## src/rtl/accel_pkg.sv

```systemverilog
// Shared definitions for the MAC-array sequencer: default dimensions,
// FSM state encoding and the pipeline flush length.
package accel_pkg;

    localparam int DEFAULT_N   = 8;
    localparam int DEFAULT_K_W = 8;

    // Extra feed steps beyond the reduction length: the skew ramp-in (N-1)
    // plus the zero-filled flush that lets the last lane drain (N-1).
    function automatic int flush_len(input int n);
        return 2 * n - 2;
    endfunction

    localparam int FLUSH_CYCLES = flush_len(DEFAULT_N);

    typedef enum logic [2:0] {
        ST_IDLE,
        ST_CLEAR,
        ST_FEED,
        ST_DRAIN,
        ST_DONE
    } state_e;

endpackage

```

## src/rtl/lane_mask_gen.sv

```systemverilog
// Combinational diagonal-skew mask: lane i is live while
// i <= step < i + k. Shared between the row-edge and column-edge feeders.
module lane_mask_gen
    import accel_pkg::*;
#(
    parameter int N   = DEFAULT_N,
    parameter int K_W = DEFAULT_K_W
) (
    input  logic [K_W+4:0] step,
    input  logic [K_W-1:0] k,
    output logic [N-1:0]   lane_valid
);

    localparam int STEP_W = K_W + 5;

    // One window comparator per lane.
    always_comb begin
        for (int i = 0; i < N; i++) begin
            lane_valid[i] = (step >= STEP_W'(i)) &&
                            (step <  STEP_W'(i) + STEP_W'(k));
        end
    end

endmodule

```

## src/rtl/systolic_array_ctrl.sv

```systemverilog
// Sequencer for the NxN output-accumulating MAC array: clear, skewed feed,
// flush, then ready/valid drain of result rows. All outputs are registered.
// Optional feature macro: ACCEL_PERF_CNT_EN adds the perf_cycles busy counter.
module systolic_array_ctrl
    import accel_pkg::*;
#(
    parameter int N   = DEFAULT_N,
    parameter int K_W = DEFAULT_K_W
) (
    input  logic                 clk,
    input  logic                 rst,
    input  logic                 start,
    input  logic [K_W-1:0]       k_len,
    output logic                 busy,
    output logic                 done,
    output logic                 array_rst,
    output logic [K_W+4:0]       step,
    output logic [N-1:0]         lane_valid,
    output logic                 out_valid,
    output logic [$clog2(N)-1:0] out_row,
    input  logic                 out_ready
`ifdef ACCEL_PERF_CNT_EN
    ,
    output logic [31:0]          perf_cycles
`endif
);

    localparam int STEP_W = K_W + 5;
    localparam int ROW_W  = $clog2(N);
    localparam int FLUSH  = flush_len(N);
    localparam logic [ROW_W-1:0] LAST_ROW = ROW_W'(N - 1);

    state_e              state_q, state_d;
    logic [K_W-1:0]      k_q, k_d;
    logic [STEP_W-1:0]   step_q, step_d;
    logic [ROW_W-1:0]    out_row_q, out_row_d;
    logic [N-1:0]        lane_valid_q, lane_valid_d, mask;
    logic                busy_q, busy_d;
    logic                done_q, done_d;
    logic                array_rst_q, array_rst_d;
    logic                out_valid_q, out_valid_d;
    logic [STEP_W-1:0]   last_step;

    // Final feed step index: k + 2N - 3 (only reached with k != 0).
    assign last_step = STEP_W'(k_q) + STEP_W'(FLUSH - 1);

    lane_mask_gen #(
        .N   (N),
        .K_W (K_W)
    ) u_lane_mask (
        .step       (step_d),
        .k          (k_d),
        .lane_valid (mask)
    );

    // Next-state, counters, and next values of the registered outputs.
    always_comb begin
        // NOTE: every signal gets a default before the case so no path leaves
        // one unassigned, which would otherwise infer a latch.
        state_d   = state_q;
        k_d       = k_q;
        step_d    = '0;
        out_row_d = '0;

        case (state_q)
            ST_IDLE: begin
                if (start) begin
                    k_d     = k_len;
                    state_d = ST_CLEAR;
                end
            end
            ST_CLEAR: begin
                state_d = (k_q != '0) ? ST_FEED : ST_DRAIN;
            end
            ST_FEED: begin
                if (step_q == last_step) begin
                    state_d = ST_DRAIN;
                end else begin
                    step_d = step_q + STEP_W'(1);
                end
            end
            ST_DRAIN: begin
                if (out_ready && (out_row_q == LAST_ROW)) begin
                    state_d = ST_DONE;
                end else if (out_ready) begin
                    out_row_d = out_row_q + ROW_W'(1);
                end else begin
                    out_row_d = out_row_q;
                end
            end
            ST_DONE: begin
                state_d = ST_IDLE;
            end
            default: begin
                state_d = ST_IDLE;
            end
        endcase

        // Outputs are decoded from the next state so they line up with it.
        busy_d       = (state_d != ST_IDLE);
        done_d       = (state_d == ST_DONE);
        array_rst_d  = (state_d == ST_CLEAR);
        out_valid_d  = (state_d == ST_DRAIN);
        lane_valid_d = (state_d == ST_FEED) ? mask : '0;
    end

    // State and output registers with synchronous reset.
    always_ff @(posedge clk) begin
        // NOTE: sequential state uses non-blocking assignments so all flops
        // sample their inputs from the same pre-edge values.
        if (rst) begin
            state_q      <= ST_IDLE;
            k_q          <= '0;
            step_q       <= '0;
            out_row_q    <= '0;
            lane_valid_q <= '0;
            busy_q       <= 1'b0;
            done_q       <= 1'b0;
            array_rst_q  <= 1'b1;
            out_valid_q  <= 1'b0;
        end else begin
            state_q      <= state_d;
            k_q          <= k_d;
            step_q       <= step_d;
            out_row_q    <= out_row_d;
            lane_valid_q <= lane_valid_d;
            busy_q       <= busy_d;
            done_q       <= done_d;
            array_rst_q  <= array_rst_d;
            out_valid_q  <= out_valid_d;
        end
    end

    assign busy       = busy_q;
    assign done       = done_q;
    assign array_rst  = array_rst_q;
    assign step       = step_q;
    assign lane_valid = lane_valid_q;
    assign out_valid  = out_valid_q;
    assign out_row    = out_row_q;

`ifdef ACCEL_PERF_CNT_EN
    logic [31:0] perf_q, perf_d;

    // Busy-cycle counter: reload on accept, saturating count while busy.
    always_comb begin
        perf_d = perf_q;
        if ((state_q == ST_IDLE) && start) begin
            perf_d = '0;
        end else if (busy_q && (perf_q != '1)) begin
            perf_d = perf_q + 32'd1;
        end
    end

    // Performance counter register.
    always_ff @(posedge clk) begin
        if (rst) begin
            perf_q <= '0;
        end else begin
            perf_q <= perf_d;
        end
    end

    assign perf_cycles = perf_q;
`endif

endmodule

```

## config.mk

```make
export PLATFORM = sky130hd
export DESIGN_NAME = systolic_array_ctrl
export DESIGN_NICKNAME = d
export VERILOG_FILES = /design/src/rtl/accel_pkg.sv /design/src/rtl/lane_mask_gen.sv /design/src/rtl/systolic_array_ctrl.sv
export SDC_FILE = /design/constraint.sdc
export NUM_CORES = 1
export LEC_CHECK = 0
export ABC_AREA = 1
export BUFFER_PORTS_ARGS = -buffer_cell sky130_fd_sc_hd__buf_2
export CAP_MARGIN = 10
export CORE_ASPECT_RATIO = 0.8
export CORE_UTILIZATION = 49
export DETAILED_ROUTE_END_ITERATION = 7
export GPL_ROUTABILITY_DRIVEN = 0
export PLACE_DENSITY = 0.68
export REMOVE_ABC_BUFFERS = 1
export SLEW_MARGIN = 20
export SYNTH_ARGS = -nofsm -noshare
export SYNTH_HDL_FRONTEND = slang
export SYNTH_HIERARCHICAL = 1
export SYNTH_SLANG_ARGS = --single-unit
export TNS_END_PERCENT = 10
```

## constraint.sdc

```tcl
create_clock -name clk -period 8.75 [get_ports clk]
set_input_delay 1.75 -clock clk [delete_from_list [all_inputs] [get_ports clk]]
set_output_delay 1.75 -clock clk [all_outputs]
set_load 0.05 [all_outputs]
```

After elaboration in Yosys (flattened, before gate mapping)
Cells that the tools add are included.
{"block": "word_totals", "register_bits": 39, "in_bits": 12, "word_cells": 69}
{"block": "op_classes", "addsub": 10, "order_cmp": 16, "n_eq_ne": 9, "muxes": 9, "bitwise_logic": 2, "reduce_logical": 14}
{"operator": "13-bit < comparator", "n": 7}
{"operator": "13-bit by 3-bit greater-or-equal comparator with 1-bit output, second input constant", "n": 4}
{"operator": "3-bit by 8-bit adder with 9-bit output, first input constant", "n": 4}
{"operator": "13-bit by 1-bit greater-or-equal comparator with 1-bit output, second input constant", "n": 2}
{"operator": "13-bit by 2-bit greater-or-equal comparator with 1-bit output, second input constant", "n": 2}
{"operator": "13-bit 2-to-1 mux", "n": 2}
{"operator": "2-bit by 8-bit adder with 9-bit output, first input constant", "n": 2}
{"operator": "8-bit 2-to-1 mux", "n": 2}
{"operator": "13-bit by 1-bit adder with 13-bit output, second input constant", "n": 1}
{"operator": "13-bit by 9-bit == test with 1-bit output", "n": 1}
{"operator": "13-bit by 8-bit < comparator with 1-bit output", "n": 1}
{"operator": "3-bit by 2-bit == test with 1-bit output, second input constant", "n": 4}
{"operator": "3-bit one-hot mux with 4 select lines", "n": 1}
{"operator": "1-bit by 8-bit adder with 9-bit output, first input constant", "n": 1}
{"operator": "8-bit by 4-bit adder with 9-bit output, second input constant", "n": 1}
{"operator": "1-bit logical AND", "n": 9}
{"operator": "3-bit 2-to-1 mux", "n": 3}
{"operator": "8-bit nonzero test", "n": 1}
{"operator": "3-bit by 1-bit == test with 1-bit output, second input constant", "n": 2}
{"operator": "3-bit == test, second input constant", "n": 2}
{"operator": "3-bit by 1-bit adder with 3-bit output, second input constant", "n": 1}
{"operator": "3-bit zero test", "n": 1}
{"operator": "3-bit nonzero test", "n": 1}
{"operator": "3-bit OR reduction", "n": 1}
{"operator": "other kinds (3)", "n": 4}

Depth between registers and ports, before layout
Gate-level depths: netlist of the first run.
{"block": "logic_depth", "word_depth": 7, "mapped_depth": 26, "ltp_nobuf": 25}

Modules after synthesis
Netlist of the first run, hierarchy kept.
{"module": "lane_mask_gen", "n_inst": 1, "cells_per_inst": 388, "area_per_inst_um2": 2399.8, "seq_area_each_um2": 0.0}
{"module": "systolic_array_ctrl", "n_inst": 1, "cells_per_inst": 309, "area_per_inst_um2": 2047.0, "seq_area_each_um2": 780.7}

Worst setup path after synthesis of the first run
No wires, ideal clock.
{"block": "synth_timing", "path_type": "input-to-reg", "from": "input start", "to": "register lane_valid_q[7] (netlist: lane_valid[7])", "setup_time_ps": 71, "t_arrival_ps": 4186, "t_required_ps": 8679, "slack_ps": 4493, "cell_stages": 20, "path_buffers": 1, "cell_sequence": "nand3_2 -> clkbuf_1 -> o21ai_0 -> inv_1 -> inv_1 -> ha_1 -> inv_1 -> o21ai_0 -> nand2_1 -> xor2_1 -> ha_1 -> nand2_1 -> inv_1 -> o21bai_1 -> nand2_1 -> nor2_1 -> nand2_1 -> inv_1 -> inv_1 -> nor2_1"}
{"block": "synth_between", "elab_chain_len": 5}
{"element": "from (decl)", "line": "systolic_array_ctrl.sv:12", "source": "input logic start,"}
{"element": "8-bit 2-to-1 mux", "line": "systolic_array_ctrl.sv:67", "source": "if (start) begin"}
{"element": "8-bit 2-to-1 mux", "line": "systolic_array_ctrl.sv:65", "source": "case (state_q)"}
{"element": "net k_d[2]", "line": "systolic_array_ctrl.sv:34", "source": "logic [K_W-1:0] k_q, k_d;"}
{"element": "3-bit by 8-bit adder with 9-bit output", "line": "lane_mask_gen.sv:20", "source": "(step < STEP_W'(i) + STEP_W'(k));"}
{"element": "13-bit < comparator", "line": "lane_mask_gen.sv:20"}
{"element": "1-bit logical AND", "line": "lane_mask_gen.sv:19", "source": "lane_valid[i] = (step >= STEP_W'(i)) &&"}
{"element": "net mask[7]", "line": "systolic_array_ctrl.sv:37", "source": "logic [N-1:0] lane_valid_q, lane_valid_d, mask;"}
{"element": "to (signal assigned)", "line": "systolic_array_ctrl.sv:126", "source": "lane_valid_q <= lane_valid_d;"}
{"element": "to (decl)", "line": "systolic_array_ctrl.sv:37"}
The timed path passes the listed nets, and every way through them passes these cells.
A chain may end at the register's enable or synchronous reset.

Worst setup path after layout of the first run
Ends and elaborated chain as after synthesis.

==> results list, run 1 <==
* Vias per cell: 5.140
- Clock tree synthesis inserted a total of 5 buffers.
* Total of max-cap violations: 0
* Final #Nets: 818
- Number of flops mapped to enable cells by yosys: 0
- Pre-CTS worst setup slack: 3976 ps
* Critical R2R Capture: lane_valid[2]$_SDFF_PP0_
- In this run the worst hold path is classified as reg -> reg.
* CTS tree: built
- Headroom to the max-slew limit came out at 46.38%.
* Starting density of the core: 51.51%
* RSZ-0062 raised after global routing: false
- The max-slew violation count is 0.
- Power spread over the standard cell area amounts to 140.6 nW/um2.
- Setup Skew: 6.841 ps
- The root buffer cell chosen for the clock tree is clkbuf_16.
* Gate power share: 41.0%
- Remaining number of nets flagged by the antenna check after routing: 0
- Wire segments on met2 add up to 4.861 mm in the final route.
* CTS H-tree depth: 2
- Startpoint of the worst-slack reg-to-reg timing path: k_q[0]$_SDFF_PP0_
* Chip width: 108.5 um
* Launching element type of the critical path: primary input
- The mapped netlist covers 4447 um2.
- Flop pwr share: 28.0%
- Summed over all cells, the static leakage comes to 2.721 nW.
- Clock slew at the register clock pins of the worst setup and hold paths: 60 ps
- Avg Inst Size Synth: 6.380 um2
- Worst-case register-to-register setup slack: 5230 ps
* Endpoint class of the critical path: flop
- Area Overhead vs Synth: 9.454%
* Final critical-path required period: 4498 ps
- Synthesis instantiated 36 different standard cells from the library.
* Pin count of the biggest net entering global routing: 27
- During synthesis, Yosys emitted a total of 6 warnings.
* Share of total power in the clock network: 31.1%
* First-pass GRT wire length: 19.55 mm
- The most critical setup path has its startpoint at start.
* DIE AREA: 9462 um2
- GRT Resource Usage Total: 26.88%
- Worst EP arrival: 4720 ps
- Area of the core: 8633 um2
* Proportion of synthesized flip-flops having asynchronous set or reset: 0%
- First-pass iteration count of the detailed router: 5
- Net Sw Power: 275.5 uW
* Via count: 4343
- The number of failing hold endpoints at the final stage was 0.
- DRC violations left: 0
* Initial antenna violation count: 0
* Met1 wire length: 6.080 mm
- At the worst endpoint, the required time is 8970 ps.
* Number of gates resized after CTS: 0
* IO Count: 40
* Clock Tree Buf Depth: 2
* Die boundary height: 87.21 um
* Overall overflow remaining after global route: 0
- Fill cells in the final layout number 869.
- Post-Syn Instances: 697
- Worst R2R Path Depth: 24
- The most critical setup path has its endpoint at lane_valid[7]$_SDFF_PP0_.
* Result of the run: completed
* Classification of the worst setup path: in -> reg
* Met3 Routed Length: 696 um
* Number of post-CTS setup repair buffers: 0
- Share of cells above drive strength 1: 11.32%
* Post-DP HPWL: 9.451 mm
- The library cell used most frequently in the layout, excluding fill and tap cells, is nand2_1.
- The number of global-route vias before repair was 4087.
- For the pin with the worst max-slew slack, the measured transition is 801.3 ps.
- Setup violations remaining at the end of the flow were counted as 0.
- Row count: 30
- Worst ir drop on vdd: 0.06970 mV
- After detailed routing, the total wire length is 11.76 mm.
- Across all setup checks in the final design, the least slack found is 4252 ps.
- Number of buffers inserted by hold repair at cts: 0
- After routing, the total negative slack on setup checks comes to 0 ps.
- Final period util: 51.40%
* Port bufs: 39
- Leaving out fill and tap cells, the most frequent cells in the layout are nand2_1, inv_1, nor2_1.
- Count of routing violations after the opening detailed-route iteration: 266
- Synthesized flop and latch total: 39
- Fraction of the yosys area taken by sequential cells: 17.56%
- Of all nets on the critical path, the largest fanout is 18.
- # clock sinks: 39
* Primary flip-flop cell chosen by synthesis mapping: dfxtp_1
- Clk_lat worst skew: 290 ps
* Fmax: 222.3 MHz
- In this run switching power makes up 40.25% of total power.
* Int Power: 408.9 uW
* Number of antenna repair diodes: 0
- Highest metal layer with signal wires: met4
- After detailed routing, the average wire length per cell comes to 13.92 um.
[registers in the layout, summed over array words and instances (netlist names)]
register    cells
step           13
k_q             8
lane_valid      8
out_row         3
state_q         3
array_rst       1
busy            1
done            1
out_valid       1
[power by group through the flow]
stage	registers (mW)	logic (mW)	clock network, mW
2_1_floorplan	0.202	0.200	0
3_3_place_gp	0.195	0.265	0
3_5_place_dp	0.195	0.275	0
4_1_cts	0.191	0.276	0.217
5_1_grt	0.192	0.320	0.224
6_report	0.191	0.280	0.213
[synthesized netlist by cell type, types with 4 or more instances]
library cell,n,area share (%)
nand2_1,182,15
inv_1,107,9.0
nor2_1,93,7.9
ha_1,74,21
dfxtp_1,39,18
xor2_1,35,6.9
nand3_1,30,3.4
a21oi_1,23,2.6
nor3_1,20,2.3
o21ai_0,16,1.8
nand4_1,15,2.1
nor2_2,8,1.1
inv_2,7,0.59
nand2_2,7,0.98
xnor2_1,6,1.2
buf_6,4,1.0
clkbuf_1,4,0.34
nand3_2,4,0.90
[routing by layer]
| layer | vias to the layer above | track usage, % |
|---|---|---|
| met5 | - | 0 |
| met4 | 0 | 6.634 |
| met3 | 11 | 5.310 |
| met2 | 93 | 42.17 |
| met1 | 1991 | 37.55 |
| li1 | 2248 | - |
[worst max-delay path, cell delays in order]
cell and delay (ps):
buf_2 80, nand3_2 270, o21ai_0 350, inv_1 220
inv_1 270, ha_1 220, inv_1 50, o21ai_0 330
nand2_1 120, xor2_1 170, ha_1 300, nand2_1 60
inv_1 30, o21bai_1 110, nand2_1 60, nor2_1 90
nand2_1 50, inv_1 40, inv_1 30, nor2_1 80
[cell families after synthesis]
family / after synthesis / synth area share [%]
simple gates: 369 / 36.16
buf+inv: 128 / 11.82
fa+ha+maj: 74 / 20.82
compound gates: 46 / 5.571
xor+xnor: 41 / 8.075
flops: 39 / 17.56
[layout make-up]
cell class                 instances  area (um2)  share of cell area, %
clock buffer                       5       125.1                  2.571
clock inverter                     3       43.79                 0.8997
inverter                         117       441.7                  9.075
multi-input combinational        530        3141                  64.52
sequential                        39       780.7                  16.04
tap                              112       140.1                  2.879
timing repair buffer              39       195.2                  4.010
[stage by stage]
stage	util (%)	power [mW]	cell area, um2	instances	hold WS [ps]
after global placement	54.42	0.4604	4698	837	462.7
after detailed placement	54.42	0.4701	4698	837	483.6
after CTS	56.38	0.6846	4867	845	493.5
after floorplan	-	0.4017	4363	686	527.2
final	56.38	0.6843	4867	845	481.9
after global routing	56.38	0.7358	4867	845	521.1
[how the worst min path moves through the flow]
stage / startpoint / end / slack (ps) / depth (start not counted)
floorplan: state_q[2]$_SDFF_PP0_ / done$_SDFF_PP0_ / 530 / 1
global placement: out_row[2]$_SDFFE_PP0P_ / out_row[2]$_SDFFE_PP0P_ / 460 / 2
detailed placement: out_row[2]$_SDFFE_PP0P_ / out_row[2]$_SDFFE_PP0P_ / 480 / 2
CTS: out_row[2]$_SDFFE_PP0P_ / out_row[2]$_SDFFE_PP0P_ / 490 / 2
global route: out_row[2]$_SDFFE_PP0P_ / out_row[2]$_SDFFE_PP0P_ / 520 / 2
finish: out_row[1]$_SDFFE_PP0P_ / out_row[1]$_SDFFE_PP0P_ / 480 / 2
Power figures use the tool's default switching activity.
==> inputs of run 2 (changes only) <==
PLACE_DENSITY = 0.7   (was 0.68)
clock period = 3.8 ns   (was 8.75 ns; I/O delays follow)
==> run 2 against run 1 <==
Net effect:
- combinational power increased by 130%
- register-to-register slack got worse by 5000 ps
- critical path depth is 4 higher
- largest cell class unchanged
- core utilization is 0.058 points lower
- global-route usage decreased by 0.67 points
- clock-buffer cell count unchanged
- clock skew is 0.97 ps lower
==> results list, run 2 (synthesis results as in run 1) <==
- The master cell of the clock root buffer was clkbuf_16 (unchanged).
- The sum of routed wire length over all layers came to 11.51 mm (was 11.76 mm).
* Area of the core: 8633 um2 (unchanged)
* Vias per cell: 5.172 (was 5.140)
- The number of clock buffers inserted by TritonCTS was 5 (unchanged).
- The count of hold buffers inserted by post-cts repair was 0 (unchanged).
* Tightest slew margin relative to the limit: 51.74% (was 46.38%)
* Number of instances on the worst hold path: 2 (unchanged)
- The number of DRC markers in iteration 0 came to 255 (was 266).
* First-pass iteration count of the detailed router: 5 (unchanged)
- The final core utilization is 56.32% (was 56.38%).
- Setup Skew: 5.868 ps (was 6.841 ps)
- Clk_lat worst skew: 290 ps (about the same)
* Die boundary height: 87.21 um (unchanged)
- Setup Viol. Count Final: 0 (unchanged)
- GRT Resource Usage Total: 26.21% (was 26.88%)
* Initial antenna violation count: 0 (unchanged)
* Endpoint, Worst Hold: out_row[1]$_SDFFE_PP0P_ (unchanged)
- Most frequent cells in the layout: nand2_1, inv_1, nor2_1 (unchanged)
* Remaining number of nets flagged by the antenna check after routing: 0 (unchanged)
- The static power due to leakage is 2.713 nW (was 2.721 nW).
* CTS H-tree depth: 2 (unchanged)
* Worst Tran Pin Value: 721.2 ps (was 801.3 ps)
- Number of flip-flops in the largest register: 13 (unchanged)
- Share of cells above drive strength 1: 11.56% (was 11.32%)
- The launch instance of the worst min-delay path is out_row[1]$_SDFFE_PP0P_ (unchanged).
- The number of buffers inserted by port buffering was 39 (unchanged).
* Via count: 4381 (was 4343)
- Worst path required time: 4010 ps (was 8970 ps)
- The path type of the worst setup path is reg -> reg (was in -> reg).
* Final count of hold timing violations: 0 (unchanged)
* Worst-case register-to-register setup slack: 260 ps (was 5230 ps)
- Power density over the cells: 311.8 nW/um2 (was 140.6 nW/um2)
- Final #Nets: 820 (was 818)
- The maximum ir drop on the vdd rail came to 0.2256 mV (was 0.06970 mV).
- The number of global-route vias before repair is 3988 (was 4087).
- The number of sinks handled by clock tree synthesis came to 39 (unchanged).
- First-pass GRT wire length: 19.11 mm (was 19.55 mm)
- The diode insertion count for antenna repair was 0 (unchanged).
* Worst EP arrival: 3750 ps (was 4720 ps)
* DIE AREA: 9462 um2 (unchanged)
- The largest net degree at the start of global routing came to 27 (unchanged).
* Drt wl/cell: 13.59 um (was 13.92 um)
- The top fanout value on the critical path was 11 (was 18).
* Row count: 30 (unchanged)
- Overall overflow remaining after global route: 0 (unchanged)
* Number of post-CTS setup repair buffers: 0 (unchanged)
- The I/O pin count came to 40 (unchanged).
- Clock slew at the register clock pins of the worst setup and hold paths: 70 ps (was 60 ps)
* Post-DP HPWL: 9.253 mm (was 9.451 mm)
- The nature of the critical path endpoint was a flop (unchanged).
* Launching element type of the critical path: flop (was primary input)
- Total negative slack: 0 ps (unchanged)
- DRC violations left: 0 (unchanged)
- RSZ-0062 raised after global routing: false (unchanged).
* Worst setup path startpoint: k_q[0]$_SDFF_PP0_ (was start)
- Worst R2R Path Depth: 24 (unchanged)
- The number of buffers between clock root and the deepest sink came to 2 (unchanged).
- Startpoint of the worst-slack reg-to-reg timing path: k_q[0]$_SDFF_PP0_ (unchanged)
- Result of the run: completed (unchanged)
* Commonest non-fill, non-tap cell in the layout: nand2_1 (unchanged)
* Area Overhead vs Synth: 9.342% (was 9.454%)
* Final period util: 93.28%
- The x dimension of the die is 108.5 um (unchanged).
* Max Slew Vio Count: 0 (unchanged)
- Final critical-path required period: 3544 ps
- Total of max-cap violations: 0 (unchanged)
- The reg-to-reg critical path endpoint was lane_valid[2]$_SDFF_PP0_ (unchanged).
- The starting utilization of the core area came to 51.51% (unchanged).
* CTS tree: built (unchanged)
- Class of the most critical hold timing path: reg -> reg (unchanged)
- Derived from the worst setup path, the maximum achievable clock frequency is 282.1 MHz.
run 2: worst max-delay path, cell delays in order (launching register included):
cell and delay, ps:
dfxtp_1 370, inv_1 90, ha_1 310, inv_1 60, nand2_1 40, nand2_1 60, nand3_1 70, nor2_1 160
nand2_1 80, nor2_1 200, nand3_2 100, nand2_2 230, inv_1 180, nand2_1 120, inv_1 230, ha_1 390
nand2_1 60, nand2_1 40, nand2_1 50, nand2_1 40, nor2_1 230, nor2_1 90, nor2_1 130, inv_1 50
nor2_1 90
run 2: layout make-up:
class                      instances  area, um2
fill                             858       3771
multi-input combinational        530       3141
sequential                        39      780.7
inverter                         117      441.7
timing repair buffer              41      210.2
tap                              112      140.1
clock buffer                       5      125.1
clock inverter                     3      23.77
run 2: how the worst max path moves through the flow:
| stage | slack [ps] | endpoint | depth (start not counted) |
|---|---|---|---|
| floorplan | 600 | lane_valid[7]$_SDFF_PP0_ | 19 |
| global placement | 280 | lane_valid[7]$_SDFF_PP0_ | 20 |
| detailed placement | 210 | lane_valid[7]$_SDFF_PP0_ | 20 |
| CTS | 360 | lane_valid[2]$_SDFF_PP0_ | 24 |
| global route | 70 | lane_valid[2]$_SDFF_PP0_ | 24 |
| finish | 260 | lane_valid[2]$_SDFF_PP0_ | 24 |
run 2: where the power goes:
part,internal [mW],total [mW],switching [mW]
combinational,0.211,0.643,0.432
clock,0.246,0.432,0.187
sequential,0.425,0.441,0.0154
run 2: what timing repair did:
| action | 4_1_cts | 5_1_grt |
|---|---|---|
| endpoints found under the setup margin | 0 | 1 |
| endpoints found under the hold margin | 0 | 0 |
| resized for setup | 0 | 1 |
run 2: stage by stage:
stage	cell area, um2	power, mW	hold WS (ps)	instances	setup WS (ps)
after global placement	4713	1.065	463.2	839	277.7
after detailed placement	4713	1.080	476.7	839	212.9
after global routing	4862	1.631	509.2	847	66.41
after CTS	4862	1.512	486.0	847	356.7
after floorplan	4363	0.9250	527.2	686	604.8
final	4862	1.516	485.0	847	255.5
run 2: per-layer routing:
| layer | share of wire, % | track usage [%] |
|---|---|---|
| met1 | 51 | 38.61 |
| met2 | 40 | 39.01 |
| met3 | 7.4 | 4.637 |
| met4 | 1.5 | 6.511 |
| met5 | 0 | 0 |
==> inputs of run 3 (changes only) <==
MAX_ROUTING_LAYER = met4   (was not set)
==> run 3 against run 2 <==
Net effect:
- non-clock buffer count unchanged
- setup slack better by 20 ps
- clock skew about the same
- via count down 0.34%
- global-route usage up 0.85 points
- design area unchanged
- sequential cell count unchanged
- fmax up 0.58%
- sequential share of layout area unchanged
- sequential power about the same
- critical path depth unchanged
- highest routed layer unchanged
==> results list, run 3 (synthesis results as in run 1) <==
- DIE AREA: 9462 um2 (unchanged)
* Worst Path Max Fanout: 11 (unchanged)
- The clock input transition at the sequential cells of the worst setup and hold paths is 70 ps (about the same).
- Final count of hold timing violations: 0 (unchanged)
- First-pass GRT wire length: 19.13 mm (was 19.11 mm)
- The number of buffers between clock root and the deepest sink is 2 (unchanged).
* TritonCTS Buffers: 5 (unchanged)
- The kind of start point of the critical path is a flop (unchanged).
* Port bufs: 39 (unchanged)
- The maximum frequency from static timing analysis was 283.8 MHz (was 282.1 MHz).
* Gate power share: 42.4% (about the same)
- The number of violations of the max-capacitance limit is 0 (unchanged).
* Switching share of power: 41.85% (was 41.80%)
- Vias in the first global route: 3992 (was 3988)
- The routed length per instance was 13.58 um (was 13.59 um).
- The max-slew violation count came to 0 (unchanged).
* CTS tree: built (unchanged)
- Worst EP arrival: 3730 ps (was 3750 ps)
- Die boundary height: 87.21 um (unchanged)
- Setup Skew: 6.052 ps (was 5.868 ps)
* Remaining number of nets flagged by the antenna check after routing: 0 (unchanged)
- Minimum hold slack: 486.0 ps (was 485.0 ps)
- The sum of routed wire length over all layers was 11.50 mm (was 11.51 mm).
* Slowest library cell on the worst path: ha_1 (unchanged)
- Final critical-path required period: 3524 ps (was 3544 ps)
- Cells traversed along the worst timing path: inv_1, ha_1, inv_1, nand2_1, nand2_1, nand3_1, nor2_1, nand2_1, nor2_1, nand3_2, nand2_2, inv_1, nand2_1, inv_1, ha_1, nand2_1, nand2_1, nand2_1, nand2_1, nor2_1, nor2_1, nor2_1, inv_1, nor2_1 (unchanged)
- Most repeated library cell on the critical path: nand2_1 (unchanged)
- RSZ-0062 raised after global routing: false (unchanged).
* Worst ir drop on vdd: 0.2275 mV (was 0.2256 mV)
- Leakage dissipation: 2.713 nW (unchanged)
- Largest delay contributor family on the critical path: simple AND/OR/NAND/NOR gates (unchanged)
- Result of the run: completed (unchanged)
* Share of cells above drive strength 1: 11.56% (unchanged)
* Row count: 30 (unchanged)
- The clock share of power came to 28.6% (was 28.5%).
* GRT Resource Usage Total: 27.06% (was 26.21%)
* Endpoint class of the critical path: flop (unchanged)
- The final setup violation count is 0 (unchanged).
- Pin count of the biggest net entering global routing: 27 (unchanged)
- Most frequent cells in the layout: nand2_1, inv_1, nor2_1 (unchanged)
- Overall overflow remaining after global route: 0 (unchanged)
- IO Count: 40 (unchanged)
- CTS H-tree depth: 2 (unchanged)
* Net Sw Power: 635.2 uW (was 633.6 uW)
- DRC violations left: 0 (unchanged)
* # clock sinks: 39 (unchanged)
- First-pass iteration count of the detailed router: 5 (unchanged)
- Number of flip-flops in the largest register: 13 (unchanged)
- The path class of the lowest-slack min-delay path is reg -> reg (unchanged).
- Number of buffers inserted by hold repair at cts: 0 (unchanged)
* Clk_lat worst skew: 290 ps (about the same)
- Final period util: 92.74% (was 93.28%)
- The slew of the pin with the lowest slew margin is 735.0 ps (was 721.2 ps).
- The vias per cell came to 5.155 (was 5.172).
* Classification of the worst setup path: reg -> reg (unchanged)
- The x dimension of the die was 108.5 um (unchanged).
* Initial antenna violation count: 0 (unchanged)
- Root Buffer Master: clkbuf_16 (unchanged)
- Area Overhead vs Synth: 9.342% (unchanged)
- Starting density of the core: 51.51% (unchanged)
- Via count: 4366 (was 4381)
- The largest incremental delay on the critical path came to 390 ps (about the same).
* Final #Nets: 820 (unchanged)
- The internal power of the cells was 882.4 uW (was 882.3 uW).
* Power density over the cells: 312.1 nW/um2 (was 311.8 nW/um2)
* Commonest non-fill, non-tap cell in the layout: nand2_1 (unchanged)
- The floorplan core area was 8633 um2 (unchanged).
- The aggregate negative setup slack came to 0 ps (unchanged).
* Count of routing violations after the opening detailed-route iteration: 275 (was 255)
- Flop pwr share: 29.0% (was 29.1%)
* Worst path required time: 4010 ps (about the same)
- Number of antenna repair diodes: 0 (unchanged)
- Post-DP HPWL: 9.253 mm (unchanged)
* Tightest slew margin relative to the limit: 50.82% (was 51.74%)
* Crit path buf inv count: 5 (unchanged)
## run 3: cell counts in the layout (fill, tap and decap cells not counted)
No cell type changed its count.
## run 3: path summary, 6_finish.rpt
check	depth (start not counted)	start	to	slack, ps
setup / recovery	24	k_q[0]$_SDFF_PP0_	lane_valid[2]$_SDFF_PP0_	280
hold reg to reg	2	out_row[1]$_SDFFE_PP0P_	out_row[1]$_SDFFE_PP0P_	490
hold / removal	2	out_row[1]$_SDFFE_PP0P_	out_row[1]$_SDFFE_PP0P_	490
setup reg to reg	24	k_q[0]$_SDFF_PP0_	lane_valid[2]$_SDFF_PP0_	280
## run 3: area by class of cell
type / count / area, um2
Clock buffer: 5 / 125.1
Multi-Input combinational cell: 530 / 3141
Inverter: 117 / 441.7
Fill cell: 858 / 3771
Sequential cell: 39 / 780.7
Clock inverter: 3 / 23.77
Tap cell: 112 / 140.1
Timing Repair Buffer: 41 / 210.2
## run 3: timing repair
| action | in CTS | in global routing |
|---|---|---|
| buffers inserted | 0 | 0 |
| resized for setup | 0 | 1 |
| endpoints found under the setup margin | 0 | 1 |
## run 3: power groups by stage
stage | clock network, mW | logic, mW | registers (mW)
floorplan | 0 | 0.460 | 0.465
global placement | 0 | 0.617 | 0.449
detailed placement | 0 | 0.630 | 0.450
CTS | 0.438 | 0.633 | 0.440
global route | 0.462 | 0.728 | 0.443
finish | 0.434 | 0.643 | 0.441
## run 3: layer usage
metal | wire length, um | global-route usage (%) | vias to the layer above
met5 | 0 | - | -
met4 | 172 | 6.143 | 0
met3 | 883 | 5.086 | 16
met2 | 4538 | 39.01 | 129
met1 | 5907 | 38.65 | 1971
li1 | - | - | 2250
## run 3: through the flow
stage                     cell area (um2)  cells  power, mW  setup slack, ps  util, %
after floorplan                      4363    686     0.9250            604.8        -
after global placement               4713    839      1.065            277.7    54.59
after detailed placement             4713    839      1.080            212.9    54.59
after CTS                            4862    847      1.512            356.7    56.32
after global routing                 4862    847      1.633            66.29    56.32
final                                4862    847      1.518            276.0    56.32
## run 3: tightest hold or removal path: cells and delay by family, from the launching register on
kind	cells	cell delay (ps)
simple gates	1	70
flops	1	320
compound gates	1	50
